==> config.mk <==
export PLATFORM = sky130hd
export DESIGN_NAME = phy_rx_deserializador
export DESIGN_NICKNAME = d
export VERILOG_FILES = /design/src/rtl/phy_rx_deserializador_pkg.sv /design/src/rtl/phy_rx_comma_det.sv /design/src/rtl/phy_rx_deserializador.sv
export SDC_FILE = /design/constraint.sdc
export NUM_CORES = 1
export LEC_CHECK = 0
export CAP_MARGIN = 20
export CORE_MARGIN = 3
export CORE_UTILIZATION = 54
export CTS_CLUSTER_SIZE = 40
export DETAILED_ROUTE_END_ITERATION = 12
export PLACE_DENSITY = 0.8
export SLEW_MARGIN = 20
export SYNTH_ARGS = -nofsm -noshare
export SYNTH_HDL_FRONTEND = slang
export SYNTH_SLANG_ARGS = --single-unit
==> constraint.sdc <==
create_clock -name clk16f -period 4.1 [get_ports clk16f]
set_input_delay 0.615 -clock clk16f [delete_from_list [all_inputs] [get_ports clk16f]]
set_output_delay 0.615 -clock clk16f [all_outputs]
set_load 0.02 [all_outputs]
==> src/rtl/phy_rx_deserializador_pkg.sv <==
// -----------------------------------------------------------------------------
// phy_rx_deserializador_pkg
// Shared constants, state encoding and helper functions for the receive-side
// serial-to-parallel stage. The COMMA value here must match the transmitter's
// idle filler character.
// -----------------------------------------------------------------------------
package phy_rx_deserializador_pkg;

    // Payload bits per character (the valid bit is carried separately).
    localparam int DATA_W      = 8;
    // Idle / alignment character.
    localparam logic [DATA_W-1:0] COMMA = 8'hBC;
    // Consecutive aligned commas required before the link is declared active.
    localparam int SYNC_COUNT  = 4;

    localparam int BIT_CNT_W   = $clog2(DATA_W);
    localparam int COMMA_CNT_W = $clog2(SYNC_COUNT + 1);

    // Alignment state machine encoding; 2'd3 is never entered legally.
    typedef enum logic [1:0] {
        ST_SEARCH  = 2'd0,
        ST_SYNC    = 2'd1,
        ST_ACTIVE  = 2'd2,
        ST_ILLEGAL = 2'd3
    } rx_state_e;

    // True when a character window equals the alignment character.
    function automatic logic f_is_comma(input logic [DATA_W-1:0] word);
        return (word == COMMA);
    endfunction

endpackage

==> src/rtl/phy_rx_comma_det.sv <==
// -----------------------------------------------------------------------------
// phy_rx_comma_det
// Compares the incoming shift-register window against COMMA and keeps the
// registered bit counter that marks byte boundaries once alignment is locked.
//
// Ports:
//   i_clk         bit clock
//   i_rst_n       asynchronous active-low reset
//   i_shreg_next  shift-register contents including the bit sampled this edge
//   i_align       force the bit counter to 0 (byte boundary locked this edge)
//   i_count_en    advance the bit counter (aligned states); else hold at 0
//   o_comma       i_shreg_next equals COMMA
//   o_boundary    this edge samples the last bit of an aligned byte
// -----------------------------------------------------------------------------
module phy_rx_comma_det
    import phy_rx_deserializador_pkg::*;
(
    input  logic              i_clk,
    input  logic              i_rst_n,
    input  logic [DATA_W-1:0] i_shreg_next,
    input  logic              i_align,
    input  logic              i_count_en,
    output logic              o_comma,
    output logic              o_boundary
);

    localparam logic [BIT_CNT_W-1:0] BIT_LAST = BIT_CNT_W'(DATA_W - 1);
    localparam logic [BIT_CNT_W-1:0] BIT_ONE  = BIT_CNT_W'(1);

    logic [BIT_CNT_W-1:0] r_bit_cnt;
    logic [BIT_CNT_W-1:0] w_bit_cnt_next;

    assign o_comma    = f_is_comma(i_shreg_next);
    assign o_boundary = (r_bit_cnt == BIT_LAST);

    // Bit counter next value: lock to 0 on alignment, count (with natural wrap) while aligned.
    always_comb begin
        w_bit_cnt_next = {BIT_CNT_W{1'b0}};
        if (i_align) begin
            w_bit_cnt_next = {BIT_CNT_W{1'b0}};
        end else if (i_count_en) begin
            w_bit_cnt_next = r_bit_cnt + BIT_ONE;
        end else begin
            w_bit_cnt_next = {BIT_CNT_W{1'b0}};
        end
    end

    // Bit counter register.
    always_ff @(posedge i_clk or negedge i_rst_n) begin
        if (!i_rst_n) begin
            r_bit_cnt <= {BIT_CNT_W{1'b0}};
        end else begin
            r_bit_cnt <= w_bit_cnt_next;
        end
    end

endmodule

==> src/rtl/phy_rx_deserializador.sv <==
// -----------------------------------------------------------------------------
// phy_rx_deserializador
// Receive-side serial-to-parallel stage. Hunts bit-by-bit for COMMA, confirms
// alignment with SYNC_COUNT consecutive aligned commas, then delivers one
// {valid,data} word per byte with a one-cycle strobe. Once active the link
// stays active until reset; there is no realignment.
//
// Ports:
//   clk16f        bit clock, one serial bit per rising edge
//   reset_L       asynchronous active-low reset
//   serial_in     serial data, MSB first
//   paralelo_out  {valid, data}; idle (comma) is reported as all zeros
//   strobe        one-cycle pulse when paralelo_out has been updated
//   active        link synchronized and delivering bytes
//   state_o       current alignment state (debug)
// -----------------------------------------------------------------------------
module phy_rx_deserializador
    import phy_rx_deserializador_pkg::*;
(
    input  logic              clk16f,
    input  logic              reset_L,
    input  logic              serial_in,
    output logic [DATA_W:0]   paralelo_out,
    output logic              strobe,
    output logic              active,
    output logic [1:0]        state_o
);

    localparam logic [COMMA_CNT_W-1:0] CNT_ZERO    = {COMMA_CNT_W{1'b0}};
    localparam logic [COMMA_CNT_W-1:0] CNT_ONE     = COMMA_CNT_W'(1);
    localparam logic [COMMA_CNT_W-1:0] SYNC_TARGET = COMMA_CNT_W'(SYNC_COUNT);

    logic [DATA_W-1:0]      r_shreg;
    logic [DATA_W-1:0]      w_shreg_next;
    rx_state_e              r_state;
    rx_state_e              w_state_next;
    logic [COMMA_CNT_W-1:0] r_comma_cnt;
    logic [COMMA_CNT_W-1:0] w_comma_cnt_next;
    logic [DATA_W:0]        r_par;
    logic [DATA_W:0]        w_par_next;
    logic                   r_strobe;
    logic                   w_strobe_next;
    logic                   r_active;
    logic                   w_active_next;
    logic                   w_comma;
    logic                   w_boundary;
    logic                   w_align;
    logic                   w_count_en;

    // The comparison sees the bit arriving on this edge, so a match locks
    // the boundary without waiting an extra cycle.
    assign w_shreg_next = {r_shreg[DATA_W-2:0], serial_in};
    assign w_align      = (r_state == ST_SEARCH) && w_comma;
    assign w_count_en   = (r_state != ST_SEARCH);

    phy_rx_comma_det u_comma_det (
        .i_clk        (clk16f),
        .i_rst_n      (reset_L),
        .i_shreg_next (w_shreg_next),
        .i_align      (w_align),
        .i_count_en   (w_count_en),
        .o_comma      (w_comma),
        .o_boundary   (w_boundary)
    );

    // Serial shift register, MSB first.
    always_ff @(posedge clk16f or negedge reset_L) begin
        if (!reset_L) begin
            r_shreg <= {DATA_W{1'b0}};
        end else begin
            r_shreg <= w_shreg_next;
        end
    end

    // FSM state and comma counter registers.
    always_ff @(posedge clk16f or negedge reset_L) begin
        if (!reset_L) begin
            r_state     <= ST_SEARCH;
            r_comma_cnt <= CNT_ZERO;
        end else begin
            r_state     <= w_state_next;
            r_comma_cnt <= w_comma_cnt_next;
        end
    end

    // Next-state logic: bit-granular hunt in SEARCH, byte-granular confirm in SYNC.
    always_comb begin
        w_state_next     = r_state;
        w_comma_cnt_next = r_comma_cnt;
        case (r_state)
            ST_SEARCH: begin
                if (w_comma) begin
                    w_comma_cnt_next = CNT_ONE;
                    if (SYNC_TARGET == CNT_ONE) begin
                        w_state_next = ST_ACTIVE;
                    end else begin
                        w_state_next = ST_SYNC;
                    end
                end else begin
                    w_comma_cnt_next = CNT_ZERO;
                    w_state_next     = ST_SEARCH;
                end
            end
            ST_SYNC: begin
                if (w_boundary) begin
                    if (w_comma) begin
                        w_comma_cnt_next = r_comma_cnt + CNT_ONE;
                        if ((r_comma_cnt + CNT_ONE) == SYNC_TARGET) begin
                            w_state_next = ST_ACTIVE;
                        end else begin
                            w_state_next = ST_SYNC;
                        end
                    end else begin
                        // One misaligned character drops the lock attempt.
                        w_comma_cnt_next = CNT_ZERO;
                        w_state_next     = ST_SEARCH;
                    end
                end else begin
                    w_state_next = ST_SYNC;
                end
            end
            ST_ACTIVE: begin
                w_state_next = ST_ACTIVE;
            end
            default: begin
                w_state_next     = ST_SEARCH;
                w_comma_cnt_next = CNT_ZERO;
            end
        endcase
    end

    // Output next values: deliver a word only on aligned boundaries in ACTIVE.
    always_comb begin
        w_par_next    = r_par;
        w_strobe_next = 1'b0;
        w_active_next = (w_state_next == ST_ACTIVE);
        case (r_state)
            ST_ACTIVE: begin
                if (w_boundary) begin
                    w_strobe_next = 1'b1;
                    if (w_comma) begin
                        w_par_next = {(DATA_W+1){1'b0}};
                    end else begin
                        w_par_next = {1'b1, w_shreg_next};
                    end
                end else begin
                    w_par_next    = r_par;
                    w_strobe_next = 1'b0;
                end
            end
            default: begin
                w_par_next    = r_par;
                w_strobe_next = 1'b0;
            end
        endcase
    end

    // Output registers.
    always_ff @(posedge clk16f or negedge reset_L) begin
        if (!reset_L) begin
            r_par    <= {(DATA_W+1){1'b0}};
            r_strobe <= 1'b0;
            r_active <= 1'b0;
        end else begin
            r_par    <= w_par_next;
            r_strobe <= w_strobe_next;
            r_active <= w_active_next;
        end
    end

    assign paralelo_out = r_par;
    assign strobe       = r_strobe;
    assign active       = r_active;
    assign state_o      = r_state;

endmodule

==> results.cfg <==
[job]
cap_viol_max_count = 0

[critical_path]
reg2reg_slack_ps = 2170
path_max_fanout = 7
r2r-end = paralelo_out[4]$_DFFE_PN0P_
crit_cells = 1
crit_path_end_kind = primary output
crit_family = buffers and inverters
critical_path_arrival_ps = 1460
crit_slowest_cell = clkdlybuf4s50_1
crit_end = state_o[1]
reg2reg_depth = 6
critPathRequiredTime_ps = 3480
critPathLaunchType = flop
cp-startpoint = state_o[1]$_DFF_PN0_
rr_startpoint = u_comma_det.r_bit_cnt[0]$_DFF_PN0_
crit_buf_inv = 1
path_cells = clkdlybuf4s50_1
critPathMaxStageDelay_ps = 650
path_class = flop to primary output

[pwr]
leakagePower_nw = 0.562
p_per_area_nw_per_um2 = 380
ir_worst_vdd_mv = 0.263
p_total_mw = 0.464

[hold_path]
hold_class = input pin to asynchronous set/reset pin

[route]
top_layer = met4
drc = 0
finalWirelength_mm = 1.70
ant_nets = 0
drt_first_pass_iters = 4
wl_met3_um = 70
routedWlPerCell_um = 13.4
drt_iter0_drc = 17
post_drt_via_cell_ratio = 5.39
wl_met1_um = 808
met2_length_um = 786
vias = 685

[placement]
place_hpwl_mm = 1.19
place_area_um2 = 1170
place_congestion = 0.850
place_ws_ps = 1740
io_buffers = 15

[grt]
grt_use_total = 0.166
grt_overflow = 0
grt_pass1_wl_mm = 3.06
antenna_found_initial = 0
grt_max_degree = 27
grt_pass1_vias = 688

[synth]
synthCells = 85
synth_area_leader_cell = dfrtp_1
syn_area_per_cell_um2 = 11.7
ys_seq_elements = 26
synth_fp_nets = 92
yosys-top-cells-area = dfrtp_1 (65%), nand2_1 (8.3%), ha_1 (5.0%), or4b_4 (2.8%), o21ai_0 (2.5%)
synth_area_um2 = 998
ys_seq_area_frac = 0.652
synth_top_area_frac = 0.652
yosys_warnings = 0
yosysUniqueCellTypes = 20

[timing]
worst_pin_slew_ps = 540
drv_slew = 0
grt_setup_unrepaired = no
min_period_over_period = 0.507
fin_crit_ps = 2080
fin_worst_skew_ps = 6.64
setup_ws_ps = 2020
hold_viol_final = 0
slew-limit-headroom = 0.640
setup_tns_ps = 0
finalSetupViolations = 0
fmax_mhz = 481

[clocking]
cts_root_buf = clkbuf_4
clockBufferDepth = 2
numCtsBuffers = 3
cts_sinks = 26
post_cts_buffers = 0
clk_pin_slew_ps = 130
clk_latency_ps = 320
h-tree-depth = 1
cts_tree = yes
ctsResizeCount = 0
cts_hold_buf = 0

[floorplanning]
die_w_um = 49
num_io_pins = 16
fp.dieH_um = 49
initial_core_util = 0.613
dieArea_um2 = 2400
rows = 14
fp.coreArea_um2 = 1630

[cells_and_area]
nNetsFinal = 111
final_area_um2 = 1220
drive_above_1_share = 0.0874
seq_area_um2 = 651
diodes = 0
fillers = 120
multi_input_area_um2 = 333
utilization = 0.750
syn_to_final_growth_pct = 22.4

[run_status]
status = completed
registers in the layout, summed over array words and instances, names as in the netlist:
| name | count |
|---|---|
| paralelo_out | 9 |
| u_comma_det.r_bit_cnt | 3 |
| r_comma_cnt | 3 |
| strobe | 1 |
| active | 1 |
| state_o | 2 |
| r_shreg | 7 |
logic make-up after synthesis:
family,Yosys count,synth area share
mux,1,0.0113
compound gates,14,0.0927
flops,26,0.652
simple gates,35,0.170
xor+xnor,1,0.00877
buf+inv,4,0.0150
fa+ha+maj,4,0.0501
synthesized netlist by cell type:
cell / n
dfrtp_1: 26
nor2_1: 3
clkbuf_1: 1
nand2b_1: 1
nand2_1: 22
nand3_1: 2
nor2b_1: 3
ha_1: 4
o21ai_1: 4
a32o_1: 2
o21ai_0: 5
xor2_1: 1
mux2_2: 1
inv_1: 2
clkinv_1: 1
nand4_1: 1
or4b_4: 2
nand3b_1: 1
o2bb2ai_1: 2
a21bo_2: 1
through the flow:
step / std cells / hold WS (ps)
floorplan: 85 / 319
global placement: 123 / 384
detailed placement: 123 / 391
CTS: 127 / 418
global route: 127 / 275
finish: 127 / 253
per-layer routing:
layer	vias to the layer above	track usage
met5	-	0
li1	324	-
met3	5	0.0336
met4	0	0.0853
met1	336	0.211
met2	20	0.267
final cells by class:
| class | count | area share |
|---|---|---|
| flip-flops and latches | 26 | 0.532 |
| multi-input cells | 55 | 0.272 |
| repair buffers | 15 | 0.119 |
| clock inverters | 1 | 0.0246 |
| well taps | 24 | 0.0246 |
| clock buffers | 3 | 0.0184 |
| inverters | 3 | 0.00921 |
power by group:
part           internal, mW  switching (mW)  leakage [nW]  total, mW
Combinational        0.0101          0.0138         0.225     0.0239
Sequential            0.264         0.00475         0.309      0.269
Clock                0.0989          0.0724        0.0279      0.171
worst min path at each step:
| stage | from | to | slack [ps] | cells past startpoint |
|---|---|---|---|---|
| 2_1_floorplan | reset_L | active$_DFF_PN0_ | 320 | 0 |
| 3_3_place_gp | r_shreg[1]$_DFF_PN0_ | r_shreg[2]$_DFF_PN0_ | 380 | 0 |
| 3_5_place_dp | r_shreg[1]$_DFF_PN0_ | r_shreg[2]$_DFF_PN0_ | 390 | 0 |
| 4_1_cts | r_shreg[1]$_DFF_PN0_ | r_shreg[2]$_DFF_PN0_ | 420 | 0 |
| 5_1_grt | reset_L | paralelo_out[2]$_DFFE_PN0P_ | 270 | 1 |
| 6_report | reset_L | state_o[0]$_DFF_PN0_ | 250 | 1 |
layout by cell type, fill, tap and decap left out, types with 2 or more instances in the layout:
cell type / Yosys / final
dfrtp_1: 26 / 26
nand2_1: 22 / 22
clkdlybuf4s50_1: 0 / 14
o21ai_0: 5 / 5
o21ai_1: 4 / 4
ha_1: 4 / 4
nor2_1: 3 / 3
nor2b_1: 3 / 3
clkbuf_4: 0 / 3
or4b_4: 2 / 2
nand3_1: 2 / 2
inv_1: 2 / 2
a32o_1: 2 / 2
o2bb2ai_1: 2 / 2
(Power assumes the default switching activity.)
